<file path="config.mk">
export PLATFORM = sky130hd
export DESIGN_NAME = cq_ctrl_flat
export DESIGN_NICKNAME = d
export VERILOG_FILES = /design/src/rtl/cq_ctrl_pkg.sv /design/src/rtl/cq_ctrl_if.sv /design/src/rtl/cq_ptr.sv /design/src/rtl/cq_ctrl.sv /design/src/flat_wrapper.sv
export SDC_FILE = /design/constraint.sdc
export NUM_CORES = 1
export LEC_CHECK = 0
export CAP_MARGIN = 30
export CORE_AREA = 2 2 39 41
export CTS_CLUSTER_SIZE = 8
export DETAILED_ROUTE_END_ITERATION = 10
export DIE_AREA = 0 0 41 43
export HOLD_SLACK_MARGIN = 0.08
export PLACE_DENSITY = 0.65
export SETUP_SLACK_MARGIN = 0.3
export SKIP_LAST_GASP = 1
export SYNTH_ARGS = -nofsm -noshare
export SYNTH_HDL_FRONTEND = slang
export SYNTH_HIERARCHICAL = 1
export SYNTH_SLANG_ARGS = --single-unit
export TNS_END_PERCENT = 10
</file>
<file path="constraint.sdc">
create_clock -name clk -period 2.9 [get_ports clk]
set_input_delay 0.435 -clock clk [delete_from_list [all_inputs] [get_ports clk]]
set_output_delay 0.435 -clock clk [all_outputs]
set_load 0.05 [all_outputs]
</file>
<file path="src/rtl/cq_ctrl_pkg.sv">
// Shared constants and types for the 8-entry circular queue (datapath and controller).
package cq_ctrl_pkg;
    localparam int PTR_W = 3;
    localparam int DEPTH = 2 ** PTR_W;
    localparam int CNT_W = PTR_W + 1;

    typedef logic [PTR_W-1:0] ptr_t;
    typedef logic [CNT_W-1:0] cnt_t;
endpackage

</file>
<file path="src/rtl/cq_ctrl_if.sv">
// Push/pop handshake plus pointer/occupancy status between the queue users and cq_ctrl.
interface cq_ctrl_if;
    import cq_ctrl_pkg::*;

    logic push;
    logic pop;
    logic wr_en;
    ptr_t wr_addr;
    ptr_t rd_addr;
    cnt_t count;
    logic full;
    logic empty;
    logic err;

    // Producer/consumer side: issues requests, observes status.
    modport master (
        output push, pop,
        input  wr_en, wr_addr, rd_addr, count, full, empty, err
    );

    // Controller side.
    modport slave (
        input  push, pop,
        output wr_en, wr_addr, rd_addr, count, full, empty, err
    );
endinterface

</file>
<file path="src/rtl/cq_ptr.sv">
// Wrapping PTR_W-bit pointer: synchronous reset, increment when en is high.
// The increment is a half-adder ripple with en injected as the carry-in,
// so the natural overflow gives the 7 -> 0 wrap with no special case.
module cq_ptr
    import cq_ctrl_pkg::*;
(
    input  logic clk,
    input  logic reset,
    input  logic en,
    output ptr_t ptr
);
    ptr_t ptr_reg;
    ptr_t ptr_next;
    ptr_t carry;

    assign carry[0] = en;

    generate
        for (genvar gi = 0; gi < PTR_W; gi++) begin : g_inc
            assign ptr_next[gi] = ptr_reg[gi] ^ carry[gi];
            if (gi < PTR_W - 1) begin : g_carry
                assign carry[gi+1] = ptr_reg[gi] & carry[gi];
            end
        end
    endgenerate

    // Pointer register; carry-in of zero leaves the value unchanged.
    always_ff @(posedge clk) begin
        if (reset) ptr_reg <= '0;
        else       ptr_reg <= ptr_next;
    end

    assign ptr = ptr_reg;
endmodule

</file>
<file path="src/rtl/cq_ctrl.sv">
// Circular-queue pointer/occupancy controller.
// Optional feature: define CQ_CTRL_ERR_EN to build the sticky overflow/underflow err flag;
// otherwise err is tied low.
module cq_ctrl
    import cq_ctrl_pkg::*;
(
    input  logic      clk,
    input  logic      reset,
    cq_ctrl_if.slave  q
);
    cnt_t count_reg;
    cnt_t count_next;
    cnt_t delta;
    cnt_t carry;
    logic full;
    logic empty;
    logic push_ok;
    logic pop_ok;

    // Status flags come only from the registered count, so they are glitch-free.
    assign full  = (count_reg == CNT_W'(DEPTH));
    assign empty = (count_reg == '0);

    // A push into a full queue is accepted when a pop frees the head slot in the same cycle.
    assign push_ok = q.push & (~full | q.pop);
    assign pop_ok  = q.pop & ~empty;

    // Delta of +1, -1 (all ones) or 0 for the occupancy add/subtract chain.
    always_comb begin
        delta = '0;
        if (push_ok && !pop_ok)      delta = CNT_W'(1);
        else if (pop_ok && !push_ok) delta = '1;
    end

    assign carry[0] = 1'b0;

    generate
        for (genvar gi = 0; gi < CNT_W; gi++) begin : g_cnt_add
            assign count_next[gi] = count_reg[gi] ^ delta[gi] ^ carry[gi];
            if (gi < CNT_W - 1) begin : g_carry
                assign carry[gi+1] = (count_reg[gi] & delta[gi]) |
                                     (carry[gi] & (count_reg[gi] ^ delta[gi]));
            end
        end
    endgenerate

    // Occupancy register.
    always_ff @(posedge clk) begin
        if (reset) count_reg <= '0;
        else       count_reg <= count_next;
    end

    cq_ptr u_tail (
        .clk   (clk),
        .reset (reset),
        .en    (push_ok),
        .ptr   (q.wr_addr)
    );

    cq_ptr u_head (
        .clk   (clk),
        .reset (reset),
        .en    (pop_ok),
        .ptr   (q.rd_addr)
    );

`ifdef CQ_CTRL_ERR_EN
    logic err_reg;

    // Sticky misuse flag: overflow attempt (push into full without pop) or underflow attempt.
    always_ff @(posedge clk) begin
        if (reset) err_reg <= 1'b0;
        else       err_reg <= err_reg | (q.push & full & ~q.pop) | (q.pop & empty);
    end

    assign q.err = err_reg;
`else
    assign q.err = 1'b0;
`endif

    // The write strobe is held low while reset is asserted, since reset wins over any push.
    assign q.wr_en = push_ok & ~reset;
    assign q.count = count_reg;
    assign q.full  = full;
    assign q.empty = empty;
endmodule

</file>
<file path="src/flat_wrapper.sv">
// flat-port wrapper written by rule: the top's interface ports become plain ports
module cq_ctrl_flat import cq_ctrl_pkg::*;
  (clk, reset, q_push, q_pop, q_wr_en, q_wr_addr, q_rd_addr, q_count, q_full, q_empty, q_err);
  cq_ctrl_if q_i ();
  input  logic clk;
  input  logic reset;
  input wire logic [$bits(q_i.push)-1:0] q_push;
  input wire logic [$bits(q_i.pop)-1:0] q_pop;
  output wire logic [$bits(q_i.wr_en)-1:0] q_wr_en;
  output wire logic [$bits(q_i.wr_addr)-1:0] q_wr_addr;
  output wire logic [$bits(q_i.rd_addr)-1:0] q_rd_addr;
  output wire logic [$bits(q_i.count)-1:0] q_count;
  output wire logic [$bits(q_i.full)-1:0] q_full;
  output wire logic [$bits(q_i.empty)-1:0] q_empty;
  output wire logic [$bits(q_i.err)-1:0] q_err;
  assign q_i.push = q_push;
  assign q_i.pop = q_pop;
  assign q_wr_en = q_i.wr_en;
  assign q_wr_addr = q_i.wr_addr;
  assign q_rd_addr = q_i.rd_addr;
  assign q_count = q_i.count;
  assign q_full = q_i.full;
  assign q_empty = q_i.empty;
  assign q_err = q_i.err;
  cq_ctrl u_core (.clk(clk), .reset(reset), .q(q_i));
endmodule
</file>
==> results list, run 1 <==
- The flow ran to the end, and the final reports show no timing, DRC or antenna violations.
- Routed metal-1 wire length: 395 um
- Vias in the first global route: approximately 320
* Final cycle utilization of the critical path: 0.872
- I/O pin count: 18
* Number of synthesized register bits: 10
- Following the worst setup path forward leads to its endpoint at q_wr_en.
* Endpoint type of the worst setup path: output pin
* Data required time of the critical path: 2470 ps
- Number of antenna violations at the first check in global routing: 0
* TritonCTS clock tree: yes
- Setup crit start: u_core/q.count[1]
* Final weighted congestion of routability-driven global placement: 0.682
* Cell type with the highest aggregate area in the netlist: sky130_fd_sc_hd__dfxtp_1
* Number of cells on the worst reg-to-reg path: 9
- Setup slack after layout: ~370 ps
- Leak: about 0.32 nW
- CP Launch Type: flip-flop
- The final layout contains 75 nets.
- Critical path's largest stage delay: 690 ps
- Dividing the detail-routed wire length by the instance count gives ~11 um.
* Most frequent cells after synthesis: sky130_fd_sc_hd__dfxtp_1 (10), sky130_fd_sc_hd__nor2b_1 (8), sky130_fd_sc_hd__ha_1 (6), sky130_fd_sc_hd__inv_1 (3), sky130_fd_sc_hd__nor2_1 (3)
- Slew @ Worst Pin: 498 ps
- The routed design has 868 um of wire.
* Mapped Area: 482 sq um
* Chip height: 43 um
- Deepest level of the CTS H-tree: 1
- Highest routed metal layer: met4
- Post-synthesis cell type count: 15
- Headroom to the max-slew limit came out at 0.667.
- Largest delay share family, worst path: buffers and inverters
- STA puts the critical path data arrival time at approximately 2100 ps.
* First-pass GRT wire length: 1.37 mm
- Initial Utilization: 0.348
- Among all cell types in the netlist, the one instantiated most often is sky130_fd_sc_hd__dfxtp_1.
- Routed length on met3: just under 40 um
* Category of the critical setup timing path: flip-flop to output pin
* Detailed-routed wire length on met2: ~420 um
- Counting tap cells, the placed design contains a total of between 70 and 80 instances.
* Instance count on the critical path: 3
* Gate Count Post-Synth: 42
* Highest clock frequency the design can meet: around 400 MHz
- CTS placed an instance of sky130_fd_sc_hd__clkbuf_4 at the clock tree root.
- Detailed Place HPWL: ~670 um
* Proportion of netlist area held by the largest area contributor: 0.416
- Worst Hold Launch: u_core/u_tail/ptr[2]
* Reg-to-reg critical path startpoint: u_core/q.count[1]
- Clock skew on the completed layout was measured at 8.40 ps.
- Pwr Density: roughly 1200 mW/mm^2
* Count of pins over their slew limit: 0
* Register-to-register setup slack: 430 ps
- The floorplan step defined a die boundary enclosing between 0.0015 and 0.002 sq mm.
- The hold violation count in the final report is 0.
* CP Max Fanout: 4
* Buffers inserted during post-CTS setup optimization: 0
- Layout-stage area growth over the synthesis result: 51.2%
- Peak supply drop: around 0.49 mV
* CP bufs+invs: 1
- Seq/Total Area, Yosys: 0.416
- For this run, the detailed router's first-pass iteration total came to 3.
- The core region is between 0.001 and 0.0015 sq mm.
* Post-detailed-route count of antenna-violating nets: 0
* Maximum number of pins on one net before global-route repair: 11
- Cells traversed along the worst timing path: or4b_4 > o211a_1 > clkdlybuf4s50_1
* DRC: 0
* Biggest area contributors in the synthesized netlist: sky130_fd_sc_hd__dfxtp_1 (42%), sky130_fd_sc_hd__ha_1 (16%), sky130_fd_sc_hd__nor2b_1 (10%)
* Fraction of registers with async set or reset after synthesis: 0
* Number of warnings printed during yosys synthesis: 6
* Clock latency at the later pin of the worst-skew pair: about 270 ps
* Antenna diode instance count: 0
- After floorplanning, the core was divided into 14 placement rows.
- Of the cells placed in the final design, the portion with a size suffix greater than 1 is 0.210.
- Cell type of the slowest stage on the worst timing path: sky130_fd_sc_hd__clkdlybuf4s50_1
- Starting DRT DRC Count: 3
- Number of flip-flops under the largest register name: 4
- For this block, the via count after detailed routing is about 350.
- Counting flops with a built-in enable in the synthesized netlist gives 0.
* Overflow left after global routing: 0
- Global-route total usage across every layer: 0.126
- Input and output buffers added on the ports amount to 16.
* Setup slack after placement: about 260 ps
* Setup Total Neg Slack: 0 ps
- The number of nets in the synthesized netlist is 54.
* Worst min-delay path class: flip-flop to flip-flop
- Setup-failing EPs final: 0
- Clock-pin slew was measured on the worst setup and hold paths at 80 ps.
* DR vias/cell: between 4 and 5
* Clock sink total: 10
- Most frequently used flop master after synthesis: sky130_fd_sc_hd__dfxtp_1
* Overall die width: between 40 and 50 um
- Subtracting the final worst setup slack from the clock period gives ~2500 ps.
* Clk buf depth: 2
* Critical R2R Capture: u_core/q.count[3]
- Syn Area/Cell: approximately 11 sq um
* Non-filler cells, final: 78
- Setup repair after global routing left no endpoint under its margin.
- TritonCTS created 3 clock buffers.
- The tool flagged a number of max-cap violations equal to 0.
[cell usage in the layout, fill, tap and decap left out, drive strengths merged]
cell type       n
xnor2           2
o21a            1
clkbuf          4
dfxtp          10
xnor3           1
o21ai           1
nor4            1
o211a           1
clkdlybuf4s50  16
nor2b           8
ha              6
or4b            1
buf             1
fa              2
conb            1
nor2            3
inv             3
[cell type report]
cell class / instances / area (sq um)
Sequential cell: 10 / 210
Tap cell: 16 / 20.0
Timing Repair Buffer: 17 / 168
Fill cell: 139 / 656
Inverter: 3 / 11.3
Clock buffer: 4 / 36.3
Multi-Input combinational cell: 28 / 283
[through the flow]
| stage | total power, mW | hold WS, ps | area, sq um | utilization |
|---|---|---|---|---|
| detailed placement | 0.755 | 500 | 692 | 0.500 |
| finish | 0.876 | 515 | 728 | 0.526 |
| floorplan | 0.603 | 497 | 512 | - |
| global route | 0.939 | 563 | 728 | 0.526 |
| global placement | 0.747 | 494 | 692 | 0.500 |
| CTS | 0.889 | 524 | 728 | 0.526 |
[layer usage]
layer	vias up	global-route usage
met2	11	0.175
li1	177	-
met1	156	0.146
met5	-	0
met3	2	0.0314
met4	0	0.120
[worst min-delay path by stage]
| stage | cells after the start | to |
|---|---|---|
| floorplan | 1 | u_core/q.count[0] |
| global placement | 2 | u_core/u_head/ptr[2] |
| detailed placement | 2 | u_core/u_tail/ptr[2] |
| CTS | 2 | u_core/u_tail/ptr[2] |
| global route | 2 | u_core/u_head/ptr[2] |
| finish | 2 | u_core/u_tail/ptr[2] |
[cell families after synthesis]
| logic type | count (synthesis) | share of synthesized area |
|---|---|---|
| XOR/XNOR | 3 | 0.0831 |
| other | 1 | 0.00778 |
| AO/OA/AOI/OAI | 3 | 0.0467 |
| adder cells (fa/ha/maj) | 8 | 0.239 |
| flip-flops | 10 | 0.416 |
| buffers and inverters | 4 | 0.0390 |
| AND/OR/NAND/NOR | 13 | 0.169 |
[worst reg2reg max path, delay by kind of cell, from the launching register on]
kind | cells | cell delay [ps]
adders and majority gates | 4 | 1010
DFF | 1 | 360
xor gates and xnor gates | 1 | 210
and+or+nand+nor | 2 | 600
AOI/OAI and AO/OA | 1 | 150
buffers and inverters | 1 | 40
[where the power goes]
group | total [mW] | switching [mW] | internal, mW
sequential | 0.240 | 0.0519 | 0.188
clock | 0.129 | 0.0525 | 0.0763
combinational | 0.506 | 0.299 | 0.208
total | 0.876 | 0.403 | 0.473
[what timing repair did]
action,in CTS,in global routing
hold buffers,0,0
endpoints found under the setup margin,0,2
resized for setup,0,1
Note: power is estimated with default switching activity, not from simulation.
==> run 2, diff against run 1 <==
--- a/config.mk
+++ b/config.mk
@@ -13,7 +13,6 @@
 export HOLD_SLACK_MARGIN = 0.08
 export PLACE_DENSITY = 0.65
 export SETUP_SLACK_MARGIN = 0.3
-export SKIP_LAST_GASP = 1
 export SYNTH_ARGS = -nofsm -noshare
 export SYNTH_HDL_FRONTEND = slang
 export SYNTH_HIERARCHICAL = 1
==> results of run 2 <==
Final layout, timing and power as in run 1 (identical DEF).
